### config.mk
export PLATFORM = sky130hd
export DESIGN_NAME = input_debouncer
export DESIGN_NICKNAME = d
export VERILOG_FILES = /design/src/rtl/debounce_pkg.sv /design/src/rtl/debounce_channel.sv /design/src/rtl/input_debouncer.sv
export SDC_FILE = /design/constraint.sdc
export NUM_CORES = 1
export LEC_CHECK = 0
export BUFFER_PORTS_ARGS = -buffer_cell sky130_fd_sc_hd__buf_2
export CAP_MARGIN = 20
export CORE_MARGIN = 2
export CORE_UTILIZATION = 60
export CTS_BUF_LIST = sky130_fd_sc_hd__clkbuf_8
export CTS_CLUSTER_SIZE = 25
export DETAILED_ROUTE_END_ITERATION = 10
export GPL_TIMING_DRIVEN = 0
export HOLD_SLACK_MARGIN = 0.12
export PLACE_DENSITY_LB_ADDON = 0.15
export SLEW_MARGIN = 5
export SYNTH_ARGS = -nofsm -noshare
export SYNTH_HDL_FRONTEND = slang
export SYNTH_SLANG_ARGS = --single-unit
### constraint.sdc
create_clock -name clk -period 6.1 [get_ports clk]
set_clock_uncertainty 0.05 [all_clocks]
set_input_delay 1.22 -clock clk [delete_from_list [all_inputs] [get_ports clk]]
set_output_delay 1.22 -clock clk [all_outputs]
set_load 0.01 [all_outputs]
### src/rtl/debounce_pkg.sv
// Shared constants, repeat-FSM state type and counter sizing for the input debouncer.
package debounce_pkg;

  localparam int unsigned DEF_STABLE_CYC = 100000;
  localparam int unsigned DEF_REPEAT_DLY = 50000000;
  localparam int unsigned DEF_REPEAT_PER = 10000000;

  typedef enum logic [1:0] {
    RPT_IDLE,
    RPT_WAIT,
    RPT_REPEAT
  } rpt_state_e;

  // Bits needed to hold values 0..cyc; never less than one bit.
  function automatic int unsigned cnt_width(input int unsigned cyc);
    return (cyc < 2) ? 1 : $clog2(cyc + 1);
  endfunction

endpackage

### src/rtl/debounce_channel.sv
// One debouncer lane: 2-flop synchroniser, stability counter, edge pulses and
// optional auto-repeat FSM for a held input.
module debounce_channel
  import debounce_pkg::*;
#(
  parameter int unsigned STABLE_CYC = DEF_STABLE_CYC,
  parameter int unsigned REPEAT_DLY = DEF_REPEAT_DLY,
  parameter int unsigned REPEAT_PER = DEF_REPEAT_PER,
  parameter bit          REPEAT_EN  = 1'b0
) (
  input  logic clk,
  input  logic rst_n,
  input  logic raw_i,
  output logic level_o,
  output logic rise_o,
  output logic fall_o,
  output logic rpt_o
);

  localparam int unsigned CW = cnt_width(STABLE_CYC);
  localparam logic [CW-1:0] STABLE_LAST = CW'(STABLE_CYC - 1);

  logic [1:0]    r_sync;
  logic [CW-1:0] r_cnt;
  logic          r_level;
  logic          r_rise;
  logic          r_fall;
  logic          w_sync;
  logic          w_commit;

  assign w_sync   = r_sync[1];
  assign w_commit = (w_sync != r_level) && (r_cnt == STABLE_LAST);

  always_ff @(posedge clk) begin
    if (!rst_n) begin
      r_sync  <= '0;
      r_cnt   <= '0;
      r_level <= 1'b0;
      r_rise  <= 1'b0;
      r_fall  <= 1'b0;
    end else begin
      r_sync <= {r_sync[0], raw_i};
      if (w_sync == r_level || w_commit) begin
        r_cnt <= '0;
      end else begin
        r_cnt <= r_cnt + CW'(1);
      end
      if (w_commit) begin
        r_level <= w_sync;
      end
      r_rise <= w_commit & w_sync;
      r_fall <= w_commit & ~w_sync;
    end
  end

  assign level_o = r_level;
  assign rise_o  = r_rise;
  assign fall_o  = r_fall;

  if (REPEAT_EN) begin : g_rpt
    localparam int unsigned HOLD_MAX = (REPEAT_DLY > REPEAT_PER) ? REPEAT_DLY : REPEAT_PER;
    localparam int unsigned HW = cnt_width(HOLD_MAX);
    localparam logic [HW-1:0] DLY_LAST = HW'(REPEAT_DLY - 1);
    localparam logic [HW-1:0] PER_LAST = HW'(REPEAT_PER - 1);

    rpt_state_e    r_state;
    logic [HW-1:0] r_hold;
    logic          r_rpt;

    // Any commit seen while in WAIT/REPEAT is a fall, since level is high there.
    always_ff @(posedge clk) begin
      if (!rst_n) begin
        r_state <= RPT_IDLE;
        r_hold  <= '0;
        r_rpt   <= 1'b0;
      end else begin
        r_rpt <= 1'b0;
        unique case (r_state)
          RPT_IDLE: begin
            if (w_commit && w_sync) begin
              r_state <= RPT_WAIT;
              r_hold  <= '0;
            end
          end
          RPT_WAIT: begin
            if (w_commit) begin
              r_state <= RPT_IDLE;
              r_hold  <= '0;
            end else if (r_hold == DLY_LAST) begin
              r_state <= RPT_REPEAT;
              r_hold  <= '0;
              r_rpt   <= 1'b1;
            end else begin
              r_hold <= r_hold + HW'(1);
            end
          end
          RPT_REPEAT: begin
            if (w_commit) begin
              r_state <= RPT_IDLE;
              r_hold  <= '0;
            end else if (r_hold == PER_LAST) begin
              r_hold <= '0;
              r_rpt  <= 1'b1;
            end else begin
              r_hold <= r_hold + HW'(1);
            end
          end
          default: begin
            r_state <= RPT_IDLE;
            r_hold  <= '0;
          end
        endcase
      end
    end

    assign rpt_o = r_rpt;
  end else begin : g_no_rpt
    assign rpt_o = 1'b0;
  end

endmodule

### src/rtl/input_debouncer.sv
// Multi-channel debouncer: independent per-channel lanes plus a registered
// "any input active" flag.
module input_debouncer
  import debounce_pkg::*;
#(
  parameter int unsigned     N_CH        = 12,
  parameter int unsigned     STABLE_CYC  = DEF_STABLE_CYC,
  parameter int unsigned     REPEAT_DLY  = DEF_REPEAT_DLY,
  parameter int unsigned     REPEAT_PER  = DEF_REPEAT_PER,
  parameter logic [N_CH-1:0] REPEAT_MASK = 12'h00F
) (
  input  logic            clk,
  input  logic            rst_n,
  input  logic [N_CH-1:0] raw_i,
  output logic [N_CH-1:0] level_o,
  output logic [N_CH-1:0] rise_o,
  output logic [N_CH-1:0] fall_o,
  output logic [N_CH-1:0] rpt_o,
  output logic            any_o
);

  logic r_any;

  for (genvar i = 0; i < N_CH; i++) begin : g_ch
    debounce_channel #(
      .STABLE_CYC(STABLE_CYC),
      .REPEAT_DLY(REPEAT_DLY),
      .REPEAT_PER(REPEAT_PER),
      .REPEAT_EN (REPEAT_MASK[i])
    ) u_channel (
      .clk    (clk),
      .rst_n  (rst_n),
      .raw_i  (raw_i[i]),
      .level_o(level_o[i]),
      .rise_o (rise_o[i]),
      .fall_o (fall_o[i]),
      .rpt_o  (rpt_o[i])
    );
  end

  always_ff @(posedge clk) begin
    if (!rst_n) begin
      r_any <= 1'b0;
    end else begin
      r_any <= |level_o;
    end
  end

  assign any_o = r_any;

endmodule
==> flow_summary.json <==
{
  "status": "finished, final reports clean",
  "ys.flop_type": "dfxtp_1",
  "ctsHtreeMaxLevel": 2,
  "ys_seq_elements": 381,
  "share_of_flip_flops_with_an_asynchronous_set_or_reset_pct": 0,
  "peakVddDrop_mv": 0.298,
  "relSlewSlack_pct": 29.3,
  "grt_first_pass_wirelength_um": 61500,
  "yosys_warnings": 0,
  "netlist_area_mm2": 0.0174,
  "timing.max_cap.violations": 0,
  "path_max_fanout": 10,
  "post-synth-top-area-fraction_pct": 43.9,
  "p_switching_uw": 1160,
  "area_growth_syn_to_layout_pct": 12.5,
  "min_period_ns": 3.79,
  "viasPerCell": 5.49,
  "report.final.hold_viol_count": 0,
  "final_nets": 2203,
  "die_ht_um": 174,
  "grt_antenna_before_repair": 1,
  "place.gp.congestion": 0.867,
  "pin_count_of_the_biggest_net_entering_global_routing": 16,
  "grt_pass1_vias": 13400,
  "clk_latency_ns": 0.61,
  "coreArea_mm2": 0.0286,
  "synth.lib_cells_used.distinct": 63,
  "min_period_over_period_pct": 62.1,
  "tritoncts": "done",
  "std_cell_rows": 62,
  "post_synth_main_area_contributors": "dfxtp_1 44%, nor2_1 7.9%, xor2_1 6.2%, xnor2_1 5.5%, nand3_1 3.7%",
  "vias": 14200,
  "synth_area_leader_cell": "dfxtp_1",
  "cts_made_buffers": 61,
  "setup_violations": 0,
  "io-pin-count": 63,
  "crit_type": "in -> reg",
  "post_cts_repair_resize_count": 0,
  "setup_tns_ns": 0,
  "track_usage_pct": 23.8,
  "synth-seq-area-share_pct": 43.9,
  "worst_endpoint_required_time_ns": 6.56,
  "timing_worst_slew_pin_value_ns": 1.05,
  "clock_transition_at_the_register_clock_pins_on_the_worst_setup_and_hold_paths_after_cts_ns": 0.07,
  "layout.core_utilization_pct": 68.3,
  "synth-edff-count": 0,
  "postCtsSetupBuffers": 0,
  "seqCellArea_mm2": 0.00763,
  "critical_path_arrival_ns": 4.25,
  "ctsRootBufferMaster": "clkbuf_8",
  "dieWidth_um": 174,
  "maxClockFrequency_mhz": 264,
  "detailedPlacementHpwl_um": 25100,
  "sw_frac_of_total_pct": 22.6,
  "crit_path_start_kind": "input port",
  "overflow": 0,
  "remaining_drc_errors": 0,
  "clock_sinks": 381,
  "holdBufCountCts": 0,
  "route.final.wire_length_um": 36300,
  "grt_setup_unrepaired": "no",
  "worst_hold_path_type": "reg -> reg",
  "post_dr_wirelength_cell_um": 14.0,
  "power_share_of_the_sequential_group_pct": 49.2,
  "buffer_ports.inserted": 53,
  "clockBufferDepth": 3,
  "die_ar_mm2": 0.0304,
  "clock_power_share_pct": 47.3,
  "layout.filler_cells": 2326,
  "multi_input_area_mm2": 0.00892,
  "drtPass1Iterations": 6,
  "leakage_uw": 0.00697,
  "floorplan.initialDensity_pct": 60.8,
  "internal-power_uw": 3970,
  "crit_path_end_kind": "register",
  "syn_inst": 2034,
  "power.density_mw_per_mm2": 262,
  "number_of_pins_exceeding_their_max_slew_limit_in_the_final_report": 0,
  "route.antenna.remaining_nets": 0,
  "post_synth.cell_area_avg_um2": 8.55,
  "worst_hold_slack_ns": 0.383,
  "combPwrFrac_pct": 3.6,
  "dr.first_iter.drc_count": 871,
  "ratio_of_cells_with_drive_above_1_in_the_final_layout_pct": 10.9
}
-- power groups by stage --
| stage | sequential, µW | clock [µW] | combinational (µW) |
|---|---|---|---|
| global placement | 2570 | 0 | 179 |
| finish | 2520 | 2420 | 184 |
| detailed placement | 2570 | 0 | 182 |
| CTS | 2520 | 2480 | 184 |
| floorplan | 2570 | 0 | 132 |
| global route | 2520 | 2590 | 205 |
-- through the flow --
| step | worst slack, ns | total power [µW] | cells | area [µm²] |
|---|---|---|---|---|
| after global placement | 1.73 | 2750 | 2478 | 18200 |
| after floorplan | 3.28 | 2700 | 2041 | 17400 |
| after global routing | 2.16 | 5320 | 2590 | 19600 |
| final | 2.31 | 5130 | 2591 | 19600 |
| after detailed placement | 1.68 | 2760 | 2478 | 18200 |
| after CTS | 2.39 | 5180 | 2590 | 19600 |
-- sequential cells by signal, indices dropped and copies added (netlist names) --
| name | flops |
|---|---|
| g_ch.u_channel.r_cnt | 204 |
| g_ch.u_channel.g_rpt.r_hold | 104 |
| g_ch.u_channel.r_sync | 24 |
| g_ch.u_channel.fall_o | 12 |
| g_ch.u_channel.level_o | 12 |
| g_ch.u_channel.rise_o | 12 |
| g_ch.u_channel.g_rpt.r_state | 8 |
| g_ch.u_channel.rpt_o | 4 |
| any_o | 1 |
-- synthesized netlist by cell type, types with 14 or more instances --
cell and number:
nor2_1 367, a21o_1 14, a21oi_1 39, inv_1 62, nor4_1 27, mux2i_1 15
nor3_1 62, or3_1 24, and2_1 31, dfxtp_1 381, nand3_1 130, clkbuf_1 48
ha_1 32, and4_1 28, and3_1 41, xor2_1 123, xnor2_1 110, nand2_1 152
a22o_1 27, nand4_1 77, o21ai_0 49, buf_4 50
-- cell type report --
class	instances	share of cell area [%]
Clock buffer	81	5.70
Tap cell	384	2.46
Multi-Input combinational cell	1488	45.6
Antenna cell	1	0.0128
Clock inverter	31	1.43
Timing Repair Buffer	53	1.36
Buffer	110	3.29
Sequential cell	381	39.0
Inverter	62	1.19
-- worst paths after layout --
kind                                             startpoint                                  to  slack, ns  cells after the start
worst max-delay path                                  rst_n            g_ch[7].u_channel.fall_o       2.31                      6
worst min register to register  g_ch[8].u_channel.r_sync[0]         g_ch[8].u_channel.r_sync[1]       0.38                      1
worst max register to register   g_ch[2].u_channel.r_cnt[0]  g_ch[2].u_channel.g_rpt.r_hold[23]       3.11                      8
worst min-delay path            g_ch[8].u_channel.r_sync[0]         g_ch[8].u_channel.r_sync[1]       0.38                      1
-- layout by cell type, fill, tap and decap left out, types with 49 or more instances in the layout --
cell type | netlist | final
clkbuf_8 | 0 | 81
nor3_1 | 62 | 62
buf_2 | 4 | 57
inv_1 | 62 | 68
nand2_1 | 152 | 152
buf_4 | 50 | 50
o21ai_0 | 49 | 49
nand3_1 | 130 | 130
nor2_1 | 367 | 367
xor2_1 | 123 | 123
nand4_1 | 77 | 77
xnor2_1 | 110 | 110
dfxtp_1 | 381 | 381
-- critical path, cell delays in order --
cell and delay, ns:
clkbuf_1 0.67, clkbuf_1 0.71, clkbuf_1 0.53, clkbuf_1 0.68
nand2_1 0.17, nor3b_1 0.25
-- layer usage --
metal	vias up	GRT usage, %	wire length [µm]	share of wire [%]
met3	82	4.11	1950	5.4
met2	352	39.0	16300	45
met1	6587	31.8	17100	47
li1	7196	-	-	-
met4	2	8.44	921	2.5
met5	-	0	13	0.036
-- cell families after synthesis --
| group | synth area share (%) |
|---|---|
| muxes | 0.863 |
| other | 0.0216 |
| AOI/OAI and AO/OA | 6.41 |
| adders and majority gates | 2.30 |
| buffers and inverters | 5.04 |
| and+or+nand+nor | 29.8 |
| DFF | 43.9 |
| xor gates and xnor gates | 11.7 |
No activity file was read; power rests on OpenSTA's default activity.
